--- src/rtl/hsi_tx_arbiter_if.sv ---
// Bundle between the byte clients, the HSI coder and the tx arbiter.
// The master modport is the arbiter side; the slave modport is the client/coder side.
interface hsi_tx_arbiter_if #(
    parameter int unsigned N_REQ = 4
);
    logic [N_REQ-1:0]   req;
    logic [8*N_REQ-1:0] data;
    logic [N_REQ-1:0]   ack;
    logic               cd_busy;
    logic [7:0]         cd_d;
    logic               cd_d_rdy;
    logic [2:0]         gnt_id;
    logic               active;
    logic               err_to;

    modport master (
        input  req, data, cd_busy,
        output ack, cd_d, cd_d_rdy, gnt_id, active, err_to
    );

    modport slave (
        output req, data, cd_busy,
        input  ack, cd_d, cd_d_rdy, gnt_id, active, err_to
    );
endinterface

--- src/rtl/hsi_tx_arbiter.sv ---
// Round-robin scheduler sharing one HSI serial coder between N_REQ byte sources.
// Define HSI_TX_ARB_PRIO_EN to give req[0] strict priority over the round-robin group.
module hsi_tx_arbiter #(
    parameter int unsigned N_REQ        = 4,
    parameter int unsigned GAP_TICKS    = 2,
    parameter int unsigned BUSY_TIMEOUT = 4
) (
    input  logic             clk,
    input  logic             rst,
    input  logic             clk_en,
    hsi_tx_arbiter_if.master bus
);
    typedef enum logic [2:0] {StIdle, StLoad, StWaitBusy, StWaitDone, StGap} state_e;

    localparam logic [3:0] GapLast  = (GAP_TICKS == 0) ? 4'd0 : 4'(GAP_TICKS - 1);
    localparam logic [3:0] ToLast   = 4'(BUSY_TIMEOUT - 1);
    localparam logic [2:0] RrReset  = 3'(N_REQ - 1);

    state_e           state_q, state_d;
    logic [2:0]       rr_ptr_q, rr_ptr_d;
    logic [2:0]       gnt_id_q, gnt_id_d;
    logic [7:0]       cd_d_q, cd_d_d;
    logic             cd_d_rdy_q, cd_d_rdy_d;
    logic             err_to_q, err_to_d;
    logic [N_REQ-1:0] ack_q, ack_d;
    logic [3:0]       to_cnt_q, to_cnt_d;
    logic [3:0]       gap_cnt_q, gap_cnt_d;

    logic [7:0]       req_pad;
    logic [63:0]      data_pad;
    logic             found;
    logic [2:0]       win;
    logic [2:0]       idx;

    assign req_pad  = 8'(bus.req);
    assign data_pad = 64'(bus.data);

    // Winner search starts one past the last round-robin grant and wraps.
    always_comb begin
        found = 1'b0;
        win   = 3'd0;
        idx   = 3'd0;
`ifdef HSI_TX_ARB_PRIO_EN
        if (req_pad[0]) begin
            found = 1'b1;
        end
        for (int unsigned k = 1; k < N_REQ; k++) begin
            idx = 3'((32'(rr_ptr_q) - 1 + k) % (N_REQ - 1) + 1);
            if (!found && req_pad[idx]) begin
                found = 1'b1;
                win   = idx;
            end
        end
`else
        for (int unsigned k = 1; k <= N_REQ; k++) begin
            idx = 3'((32'(rr_ptr_q) + k) % N_REQ);
            if (!found && req_pad[idx]) begin
                found = 1'b1;
                win   = idx;
            end
        end
`endif
    end

    always_comb begin
        state_d    = state_q;
        rr_ptr_d   = rr_ptr_q;
        gnt_id_d   = gnt_id_q;
        cd_d_d     = cd_d_q;
        cd_d_rdy_d = cd_d_rdy_q;
        ack_d      = '0;
        err_to_d   = 1'b0;
        to_cnt_d   = to_cnt_q;
        gap_cnt_d  = gap_cnt_q;
        if (clk_en) begin
            case (state_q)
                StIdle: begin
                    if (found) begin
                        cd_d_d     = data_pad[{win, 3'b000} +: 8];
                        cd_d_rdy_d = 1'b1;
                        ack_d      = {{(N_REQ - 1){1'b0}}, 1'b1} << win;
                        gnt_id_d   = win;
`ifdef HSI_TX_ARB_PRIO_EN
                        if (win != 3'd0) rr_ptr_d = win;
`else
                        rr_ptr_d   = win;
`endif
                        state_d    = StLoad;
                    end
                end
                StLoad: begin
                    cd_d_rdy_d = 1'b0;
                    to_cnt_d   = 4'd0;
                    state_d    = StWaitBusy;
                end
                StWaitBusy: begin
                    if (bus.cd_busy) begin
                        state_d = StWaitDone;
                    end else if (to_cnt_q == ToLast) begin
                        err_to_d  = 1'b1;
                        gap_cnt_d = GapLast;
                        state_d   = StGap;
                    end else begin
                        to_cnt_d = to_cnt_q + 4'd1;
                    end
                end
                StWaitDone: begin
                    if (!bus.cd_busy) begin
                        if (GAP_TICKS == 0) begin
                            state_d = StIdle;
                        end else begin
                            gap_cnt_d = GapLast;
                            state_d   = StGap;
                        end
                    end
                end
                StGap: begin
                    if (gap_cnt_q == 4'd0) state_d = StIdle;
                    else gap_cnt_d = gap_cnt_q - 4'd1;
                end
                default: begin
                    cd_d_rdy_d = 1'b0;
                    state_d    = StIdle;
                end
            endcase
        end
    end

    always_ff @(posedge clk) begin
        if (rst) begin
            state_q    <= StIdle;
            rr_ptr_q   <= RrReset;
            gnt_id_q   <= 3'd0;
            cd_d_q     <= 8'h00;
            cd_d_rdy_q <= 1'b0;
            ack_q      <= '0;
            err_to_q   <= 1'b0;
            to_cnt_q   <= 4'd0;
            gap_cnt_q  <= 4'd0;
        end else begin
            state_q    <= state_d;
            rr_ptr_q   <= rr_ptr_d;
            gnt_id_q   <= gnt_id_d;
            cd_d_q     <= cd_d_d;
            cd_d_rdy_q <= cd_d_rdy_d;
            ack_q      <= ack_d;
            err_to_q   <= err_to_d;
            to_cnt_q   <= to_cnt_d;
            gap_cnt_q  <= gap_cnt_d;
        end
    end

    assign bus.ack      = ack_q;
    assign bus.cd_d     = cd_d_q;
    assign bus.cd_d_rdy = cd_d_rdy_q;
    assign bus.gnt_id   = gnt_id_q;
    assign bus.err_to   = err_to_q;
    assign bus.active   = (state_q != StIdle);
endmodule

--- src/flat_wrapper.sv ---
// flat-port wrapper written by rule: the top's interface ports become plain ports
module hsi_tx_arbiter_flat 
#(
    parameter int unsigned N_REQ        = 4,
    parameter int unsigned GAP_TICKS    = 2,
    parameter int unsigned BUSY_TIMEOUT = 4
)
  (clk, rst, clk_en, bus_req, bus_data, bus_cd_busy, bus_ack, bus_cd_d, bus_cd_d_rdy, bus_gnt_id, bus_active, bus_err_to);
  hsi_tx_arbiter_if #(.N_REQ(N_REQ)) bus_i ();
  input  logic clk;
  input  logic rst;
  input  logic clk_en;
  input wire logic [$bits(bus_i.req)-1:0] bus_req;
  input wire logic [$bits(bus_i.data)-1:0] bus_data;
  input wire logic [$bits(bus_i.cd_busy)-1:0] bus_cd_busy;
  output wire logic [$bits(bus_i.ack)-1:0] bus_ack;
  output wire logic [$bits(bus_i.cd_d)-1:0] bus_cd_d;
  output wire logic [$bits(bus_i.cd_d_rdy)-1:0] bus_cd_d_rdy;
  output wire logic [$bits(bus_i.gnt_id)-1:0] bus_gnt_id;
  output wire logic [$bits(bus_i.active)-1:0] bus_active;
  output wire logic [$bits(bus_i.err_to)-1:0] bus_err_to;
  assign bus_i.req = bus_req;
  assign bus_i.data = bus_data;
  assign bus_i.cd_busy = bus_cd_busy;
  assign bus_ack = bus_i.ack;
  assign bus_cd_d = bus_i.cd_d;
  assign bus_cd_d_rdy = bus_i.cd_d_rdy;
  assign bus_gnt_id = bus_i.gnt_id;
  assign bus_active = bus_i.active;
  assign bus_err_to = bus_i.err_to;
  hsi_tx_arbiter #(.N_REQ(N_REQ), .GAP_TICKS(GAP_TICKS), .BUSY_TIMEOUT(BUSY_TIMEOUT)) u_core (.clk(clk), .rst(rst), .clk_en(clk_en), .bus(bus_i));
endmodule
--- config.mk ---
export PLATFORM = sky130hd
export DESIGN_NAME = hsi_tx_arbiter_flat
export DESIGN_NICKNAME = d
export VERILOG_FILES = /design/src/rtl/hsi_tx_arbiter_if.sv /design/src/rtl/hsi_tx_arbiter.sv /design/src/flat_wrapper.sv
export SDC_FILE = /design/constraint.sdc
export NUM_CORES = 1
export LEC_CHECK = 0
export CAP_MARGIN = 10
export CORE_MARGIN = 4
export CORE_UTILIZATION = 45
export CTS_BUF_LIST = sky130_fd_sc_hd__clkbuf_16
export DETAILED_ROUTE_END_ITERATION = 6
export GPL_TIMING_DRIVEN = 0
export HOLD_SLACK_MARGIN = 0.05
export PLACE_DENSITY = 0.79
export SYNTH_ARGS = -nofsm -noshare
export SYNTH_HDL_FRONTEND = slang
export SYNTH_SLANG_ARGS = --single-unit
--- constraint.sdc ---
create_clock -name clk -period 3.3 [get_ports clk]
set_clock_uncertainty 0.15 [all_clocks]
set_input_delay 0.99 -clock clk [delete_from_list [all_inputs] [get_ports clk]]
set_output_delay 0.99 -clock clk [all_outputs]
set_load 0.05 [all_outputs]
[Word level (Yosys, flattened, before mapping)]
Index checks and enable logic that the tools add are counted.
Storage, ports and cells
  flip-flop bits (word level): 29
  bits of input ports: 40
  output and inout port bits: 18
Cells by class
  reductions and logical operators: 19
  eq/ne operators: 13
  magnitude comparators: 4
  add/subtract/negate cells: 6
  mux-type cells: 33
  bitwise operators: 5
  shift-type cells: 2
Operators by type and width (count)
  variable part select 64 x 6 -> 8 bit: 1
  two-way mux 4 bit: 6
  < comparator 2 x 4 -> 1 bit (second input constant): 4
  two-way mux 3 bit: 5
  one-hot mux 3 bit (5 select lines): 1
  one-hot mux 4 bit (3 select lines): 1
  two-way mux 1 bit: 10
  binary-select mux 1 bit (select 2 bit): 4
  two-way mux 2 bit: 4
  inequality test 2 bit (second input constant): 4
  one-hot mux 4 bit (2 select lines): 1
  OR reduction 4 bit: 2
  == test 3 x 2 -> 1 bit (second input constant): 2
  inequality test 2 x 1 -> 1 bit (second input constant): 3
  AND reduction 3 bit: 2
  AND reduction 6 bit: 1
  nonzero test 3 bit: 2
  inverter 1 bit: 5
  AND reduction 5 bit: 1
  adder 2 x 1 -> 2 bit (second input constant): 2
  adder 2 bit (second input constant): 2
  adder 4 x 1 -> 4 bit (second input constant): 1
  == test 4 x 2 -> 1 bit (second input constant): 1
  logical NOT 4 bit: 1
  other kinds (12): 16

[Longest topological paths before layout]
Gate-level depths: netlist of run 1.
  word-level depth: 15
  mapped depth: 8

[Least setup slack after synthesis of run 1]
Ideal clock, no wire load.
  path kind: input -> register
  from: input port bus_req[1]
  to: register u_core.cd_d_q[4], in the netlist u_core.bus.cd_d[4]
  arrival: 2.447 ns
  setup time: 0.124 ns
  setup slack: 0.579 ns
  required time: 3.026 ns
  stages on the path: 8
  cells stage by stage: or4_1 -> buf_2 -> nand3_4 -> and3b_1 -> buf_6 -> buf_6 -> a32oi_1 -> nand3_1
Between the ends
  cells in the longest elaborated chain, start to end: 13
  elaborated cells between the ends (all ways): 24
  classes of those cells: 1 x shift; 16 x mux; 7 x reduce/logical
Ends and longest elaborated chain
  start, declared: line flat_wrapper.sv:13  | input wire logic [$bits(bus_i.req)-1:0] bus_req;
  binary-select mux 1 bit (select 2 bit): line hsi_tx_arbiter.sv:57  | if (!found && req_pad[idx]) begin
  two-way mux 1 bit (not written as such): line hsi_tx_arbiter.sv:57
  two-way mux 1 bit: line hsi_tx_arbiter.sv:57
  logical NOT 1 bit: line hsi_tx_arbiter.sv:57
  logical AND 1 bit: line hsi_tx_arbiter.sv:57
  two-way mux 1 bit: line hsi_tx_arbiter.sv:57
  logical NOT 1 bit: line hsi_tx_arbiter.sv:57
  logical AND 1 bit: line hsi_tx_arbiter.sv:57
  two-way mux 1 bit: line hsi_tx_arbiter.sv:57
  logical NOT 1 bit: line hsi_tx_arbiter.sv:57
  logical AND 1 bit: line hsi_tx_arbiter.sv:57
  two-way mux 2 bit or two-way mux 1 bit (tied branches): line hsi_tx_arbiter.sv:57
  variable part select 64 x 6 -> 8 bit or AND reduction 3 bit (tied branches)
  end signal, assigned: line hsi_tx_arbiter.sv:134  | cd_d_q <= 8'h00;
  end signal, assigned: line hsi_tx_arbiter.sv:144  | cd_d_q <= cd_d_d;
  end, declared: line hsi_tx_arbiter.sv:22  | logic [7:0] cd_d_q, cd_d_d;
Parallel ways exist; a longest one is shown, timed or not. The select of a mux whose other input is x is not followed.
A chain may end at the register's enable or synchronous reset.

[Worst setup path after layout of run 1]
  from: register u_core.state_q[1]
  to: output port bus_active
Between the ends
  cells in the longest elaborated chain, start to end: 1
Ends and longest elaborated chain
  start, declared: line hsi_tx_arbiter.sv:19  | state_e state_q, state_d;
  start signal, assigned: line hsi_tx_arbiter.sv:131  | state_q <= StIdle;
  start signal, assigned: line hsi_tx_arbiter.sv:141  | state_q <= state_d;
  nonzero test 3 bit: line hsi_tx_arbiter.sv:158  | assign bus.active = (state_q != StIdle);
  end, declared: line flat_wrapper.sv:20  | output wire logic [$bits(bus_i.active)-1:0] bus_active;
Every way passes these cells.

==> results of run 1 <==
## state kept, by name, indices dropped and copies added, names as in the netlist, 2 cells and up
register           count
u_core.bus.ack         4
u_core.state_q         3
u_core.to_cnt_q        4
u_core.gap_cnt_q       4
u_core.bus.cd_d        8
u_core.rr_ptr_q        2
u_core.bus.gnt_id      2
## kinds of logic (layout without fill, tap and decap cells)
group                      count (synthesis)  after routing  share of synthesized area
and+or+nand+nor                           80             80                      0.254
buffers and inverters                     41            103                      0.102
AOI/OAI and AO/OA                         54             54                      0.220
muxes                                     13             13                     0.0747
DFF                                       29             29                      0.333
adders and majority gates                  2              2                     0.0144
other                                      1              1                    0.00215
## critical path, delay by kind of cell (launching register included)
kind | cells | cell delay, ps
buffers and inverters | 2 | 1140
flip-flops | 1 | 400
AND/OR/NAND/NOR | 1 | 200
## per-layer routing
| metal | GRT usage | vias up |
|---|---|---|
| li1 | - | 920 |
| met2 | 0.331 | 54 |
| met4 | 0.0830 | 0 |
| met1 | 0.267 | 850 |
| met3 | 0.0504 | 14 |
| met5 | 0 | - |
## power breakdown
group | internal (µW) | leakage, µW | switching, µW
combinational | 140 | 0.000670 | 219
clock | 350 | 0.0000826 | 150
sequential | 379 | 0.000236 | 16.5
total | 868 | 0.000990 | 386
## cells in the mapped netlist
cell type	instances
o221a_2	2
o21ai_1	1
buf_1	1
and3_1	2
a31oi_1	1
buf_4	1
o211ai_1	1
a32oi_1	8
o21ai_0	6
buf_6	2
and2_1	2
o221ai_1	2
nor3_1	9
nor3b_1	4
o21a_1	1
nand3_1	19
nor2_1	18
nor4b_2	1
nor4b_1	1
or3b_1	1
or4_1	1
o32a_1	1
and4_1	1
and3b_1	1
nand2b_1	2
a21oi_1	11
and2_0	1
dfxtp_1	29
a211oi_1	19
nand2_1	8
inv_1	23
nor2b_1	3
ha_1	2
nand4b_1	2
mux2i_1	13
nand3_4	1
clkbuf_2	1
buf_2	3
a41oi_1	1
or3_1	3
clkbuf_1	10
conb_1	1
## final cells by class
class	instances	area, µm²	area share
Sequential cell	29	581	0.231
Inverter	23	86.3	0.0344
Buffer	18	92.6	0.0369
Tap cell	48	60.1	0.0239
Multi-Input combinational cell	150	987	0.393
Clock inverter	3	37.5	0.0150
Timing Repair Buffer	54	541	0.215
Clock buffer	5	125	0.0499
## metrics by stage
| stage | setup WS, ps | instances | hold slack [ps] | setup TNS [ps] | cell area [µm²] |
|---|---|---|---|---|---|
| finish | 142 | 330 | 317 | 0 | 2510 |
| global route | 22.8 | 330 | 355 | 0 | 2510 |
| CTS | 139 | 330 | 323 | 0 | 2500 |
| detailed placement | -147 | 322 | 317 | -805 | 2340 |
| global placement | -97.7 | 322 | 301 | -688 | 2340 |
| floorplan | 579 | 220 | 295 | 0 | 1740 |
## timing repair
| action | 4_1_cts | 5_1_grt |
|---|---|---|
| hold buffers | 0 | 0 |
| gates resized for setup | 0 | 3 |
| endpoints found under the setup margin | 0 | 1 |
## path summary, 6_finish.rpt
| check | end | depth (start not counted) | startpoint | slack, ps |
|---|---|---|---|---|
| worst min-delay path | u_core.bus.gnt_id[1]$_SDFFE_PP0P_ | 2 | u_core.bus.gnt_id[1]$_SDFFE_PP0P_ | 320 |
| worst max-delay path | bus_active | 3 | u_core.state_q[1]$_SDFFE_PP0P_ | 140 |
| worst min register to register | u_core.bus.gnt_id[1]$_SDFFE_PP0P_ | 2 | u_core.bus.gnt_id[1]$_SDFFE_PP0P_ | 320 |
| worst max register to register | u_core.state_q[1]$_SDFFE_PP0P_ | 6 | u_core.to_cnt_q[0]$_SDFFE_PP0P_ | 950 |
==> metrics, run 1 <==
max_cap viols 0; Netlist cell types 42; first-pass GRT wire length 8220 µm; sequential share of the synthesized area 0.333; RSZ-0062 raised after global routing no; Clock Root Buffer clkbuf_16; CTS Sinks 29; total die area 4930 µm²; mapped cell area 1740 µm²; ranking of synthesized cells by area dfxtp_1, a211oi_1, mux2i_1, nand3_1, inv_1; class of the worst hold path register to register; worst-path fanout max 10; Max Freq 317 MHz; share of cells above drive strength 1 0.0674; H-tree Lvls 2; CTS tree yes; Die H 70.2 µm; total number of vias 1,838; area of the core 3690 µm²; routability congestion estimate 0.897; I/O Buffers 54; Max Used Layer met4; routed wl met3 273 µm; number of synthesized register bits 29; biggest area consumer among synthesized cells dfxtp_1; First DRT Iteration DRCs 117; total CTS buffers 5; Fill cells 332; Peak VDD IR 0.340 mV; element type at the critical path end output pin; clock buffer depth 2; Setup-failing EPs final 0; post-synth top area share 0.333; delay of the slowest critical-path stage 800 ps; Ports 58; M1 wire length 2270 µm; Global Route Usage Sum 0.207; Final #Nets 323; via-per-instance ratio 5.57; Crit-path slowest cell clkdlybuf4s50_1; crit start category register; most frequent cells in the layout clkdlybuf4s50_1, dfxtp_1, inv_1, nand3_1, a211oi_1; Warnings, synthesis 0; area delta synth->final 44.1%; DR pass1 iterations 4; WP data arrival 2020 ps; wire per inst 15.2 µm; Required @ worst endpoint 2160 ps; commonest non-fill, non-tap cell in the layout clkdlybuf4s50_1; crit-path cells clkbuf_1 -> or3_1 -> clkdlybuf4s50_1; status completed; Synth Instances 220; Clock transition at path regs 50 ps; placed wire-length estimate 3610 µm; post-layout util 0.680; met2 WL 2330 µm; final wirelength 5030 µm; Rows 22; pin count of the biggest net entering global routing 11; # DRC 0; Rel. slew slack 0.568; period utilization 0.957; Worst-Margin Slew 644 ps; endpoints failing hold 0; Crit Path Class register to output pin; syn nets 262; Post-DRT Antenna Nets 0; average size of a mapped cell 7.92 µm²; ANT cells 0; minimum clock period 3160 ps; initial antenna violation count 0; overall power 1250 µW; Leak 0.000990 µW; die extent in x 70.2 µm; PD cells 500 nW/µm²; # Post-CTS Setup Buffers 0; vias in the first global route 1,712; starting density of the core 0.472; overflow left after global routing 0; worst-skew pair later-pin latency 270 ps; Pins Over Slew Limit 0
Power figures use the tool's default switching activity.
==> inputs of run 2 (changes only) <==
Settings changed: ABC_AREA set to 1, CTS_CLUSTER_SIZE set to 24, PLACE_DENSITY 0.79 to 0.78.
==> run 2 against run 1 <==
  * Sequential share of layout area down 1.1 points
  * Largest power group is now combinational logic
  * Critical endpoint unchanged
  * Non-clock buffer count down 9
  * Routed wire length fell by 0.18%
  * Setup slack improved by 0.78 ps
  * Critical path depth stayed put
  * Clock power rose by 5.4%
  * Count of clock-buffer cells in the layout stayed put
  * Register-to-register slack gained 260 ps
==> metrics, run 2 <==
Worst path top cell family by delay buffers and inverters; FF-to-FF Start u_core.state_q[2]$_SDFFE_PP0P_; Worst-Margin Slew 622 ps; worst-skew pair later-pin latency 280 ps; clock buffer depth 2; min-delay src u_core.bus.cd_d[1]$_SDFFE_PP0P_; max_cap viols 0; Rel. slew slack 0.582; total number of vias 1,918; Clock transition at path regs 50 ps; die extent in x 72.2 µm; area delta synth->final 42.3%; status completed; biggest area consumer among synthesized cells dfxtp_1; Post-synth ARST share 0; I/O Buffers 55; endpoints failing hold 0; starting density of the core 0.463; Post-DRT Antenna Nets 0; gr busiest metal met2; Buf/Inv on CP 2; Crit-path slowest cell clkdlybuf4s50_1; worst-path fanout max 6; # Post-CTS Setup Buffers 0; wire per inst 13.3 µm; class of the worst hold path register to register; H-tree Lvls 2; Netlist cell types 36; minimum clock period 3160 ps; Die H 72.2 µm; ys flop type dfxtp_1; overflow left after global routing 0; CTS Sinks 29; element type at the critical path end output pin; Crit Path Class register to output pin; met2 usage 0.354; Hold EP u_core.bus.cd_d[1]$_SDFFE_PP0P_; PD cells 1020 nW/µm²; CTS tree yes; Pins Over Slew Limit 0; reg-to-reg endpoint u_core.to_cnt_q[3]$_SDFFE_PP0P_; met3 Use GR 0.0499; Post-synth top cells nand2_1, nand3_1, dfxtp_1; hold path cells 2; via-per-instance ratio 5.07; vias in the first global route 1,851; final wirelength 5020 µm; Peak VDD IR 0.425 mV; Hold Buf Count CTS 0; post-synth top area share 0.313; placed wire-length estimate 3660 µm; pin count of the biggest net entering global routing 12; Leak 0.00116 µW; number of synthesized register bits 29; routability congestion estimate 0.877; crit start category register; First DRT Iteration DRCs 115; ANT cells 0; Max Freq 317 MHz; Clock Root Buffer clkbuf_16; Rows 23; area of the core 4000 µm²; total CTS buffers 5; Synth Instances 265; syn nets 307; Setup-failing EPs final 0; mapped cell area 1850 µm²; share of cells above drive strength 1 0.165; first-pass GRT wire length 8180 µm; most frequent cells in the layout nand2_1, clkdlybuf4s50_1, nand3_1, dfxtp_1; ranking of synthesized cells by area dfxtp_1, nand3_1, nand2_1, nand2_2, inv_1; post-layout util 0.659; Final #Nets 369; worst-case reg-to-reg path depth 8; period utilization 0.957; Largest register FFs 8; average size of a mapped cell 6.99 µm²; initial antenna violation count 0; crit-path cells nor3_1 -> inv_1 -> clkdlybuf4s50_1; Warnings, synthesis 0; Post-synth EDFFs 0; Required @ worst endpoint 2160 ps; post-CTS sizing 0; sequential share of the synthesized area 0.313; RSZ-0062 raised after global routing no; commonest non-fill, non-tap cell in the layout nand2_1; total die area 5210 µm²; grt met1 use 0.227; WP data arrival 2020 ps; # DRC 0; delay of the slowest critical-path stage 730 ps; most common cell in the netlist nand2_1; Global Route Usage Sum 0.200; DR pass1 iterations 4; setup TNS 0 ps; Ports 58; setup slack, reg-to-reg 1210 ps
run 2: changes by cell type after synthesis, sizes merged, moves of 4 or more:
cell / before / now
nand2: 8 / 86
mux2i: 13 / 0
a211oi: 19 / 1
clkbuf: 11 / 1
nor2: 18 / 22
a32oi: 8 / 0
nand3: 20 / 52
run 2: cell type report:
| class | instances | area [µm²] |
|---|---|---|
| Clock buffer | 5 | 125 |
| Tap cell | 50 | 62.6 |
| Inverter | 25 | 104 |
| Sequential cell | 29 | 581 |
| Multi-Input combinational cell | 203 | 1090 |
| Timing Repair Buffer | 55 | 551 |
| Fill cell | 385 | 1360 |
| Buffer | 8 | 75.1 |
| Clock inverter | 3 | 46.3 |
run 2: worst min-delay path: cells and delay by family, from the launching register on:
| kind | cells | cell delay (ps) |
|---|---|---|
| DFF | 1 | 300 |
| and+or+nand+nor | 2 | 110 |
run 2: power by group:
part | switching, µW | internal (µW) | leakage [µW]
Clock | 169 | 357 | 0.0000800
Sequential | 55.9 | 447 | 0.000237
Combinational | 1080 | 588 | 0.000847
run 2: kinds of logic (layout without fill, tap and decap cells):
kind of cell    Yosys count  in the layout  share of synthesized area
flops                    29             29                      0.313
buf+inv                  33             96                     0.0966
simple gates            174            174                      0.484
other cells               1              1                    0.00202
compound gates           23             23                     0.0763
xor+xnor                  3              3                     0.0142
fa+ha+maj                 2              2                     0.0135
run 2: how the worst max path moves through the flow:
stage	from	to	cells past startpoint
after floorplan	u_core.state_q[2]$_SDFFE_PP0P_	bus_active	2
after global placement	bus_req[3]	u_core.rr_ptr_q[1]$_SDFFE_PP1P_	11
after detailed placement	bus_req[3]	u_core.rr_ptr_q[1]$_SDFFE_PP1P_	11
after CTS	u_core.state_q[0]$_SDFFE_PP0P_	bus_active	3
after global routing	u_core.state_q[0]$_SDFFE_PP0P_	bus_active	3
final	u_core.state_q[0]$_SDFFE_PP0P_	bus_active	3
run 2: metal layers:
layer  vias up  share of wire  wire [µm]
met5         -              0          0
met4         0          0.022        110
met3        12          0.044        222
met2        51           0.51       2560
met1       862           0.42       2120
li1        993              -          -
run 2: metrics by stage:
step / setup slack, ps / hold WS, ps / std cells / area [µm²] / power, µW
after global routing: 83.9 / 318 / 378 / 2640 / 2870
after global placement: 320 / 286 / 370 / 2470 / 2150
final: 143 / 301 / 378 / 2640 / 2700
after detailed placement: 303 / 292 / 370 / 2470 / 2170
after CTS: 142 / 303 / 378 / 2640 / 2710
after floorplan: 1030 / 282 / 265 / 1850 / 1760
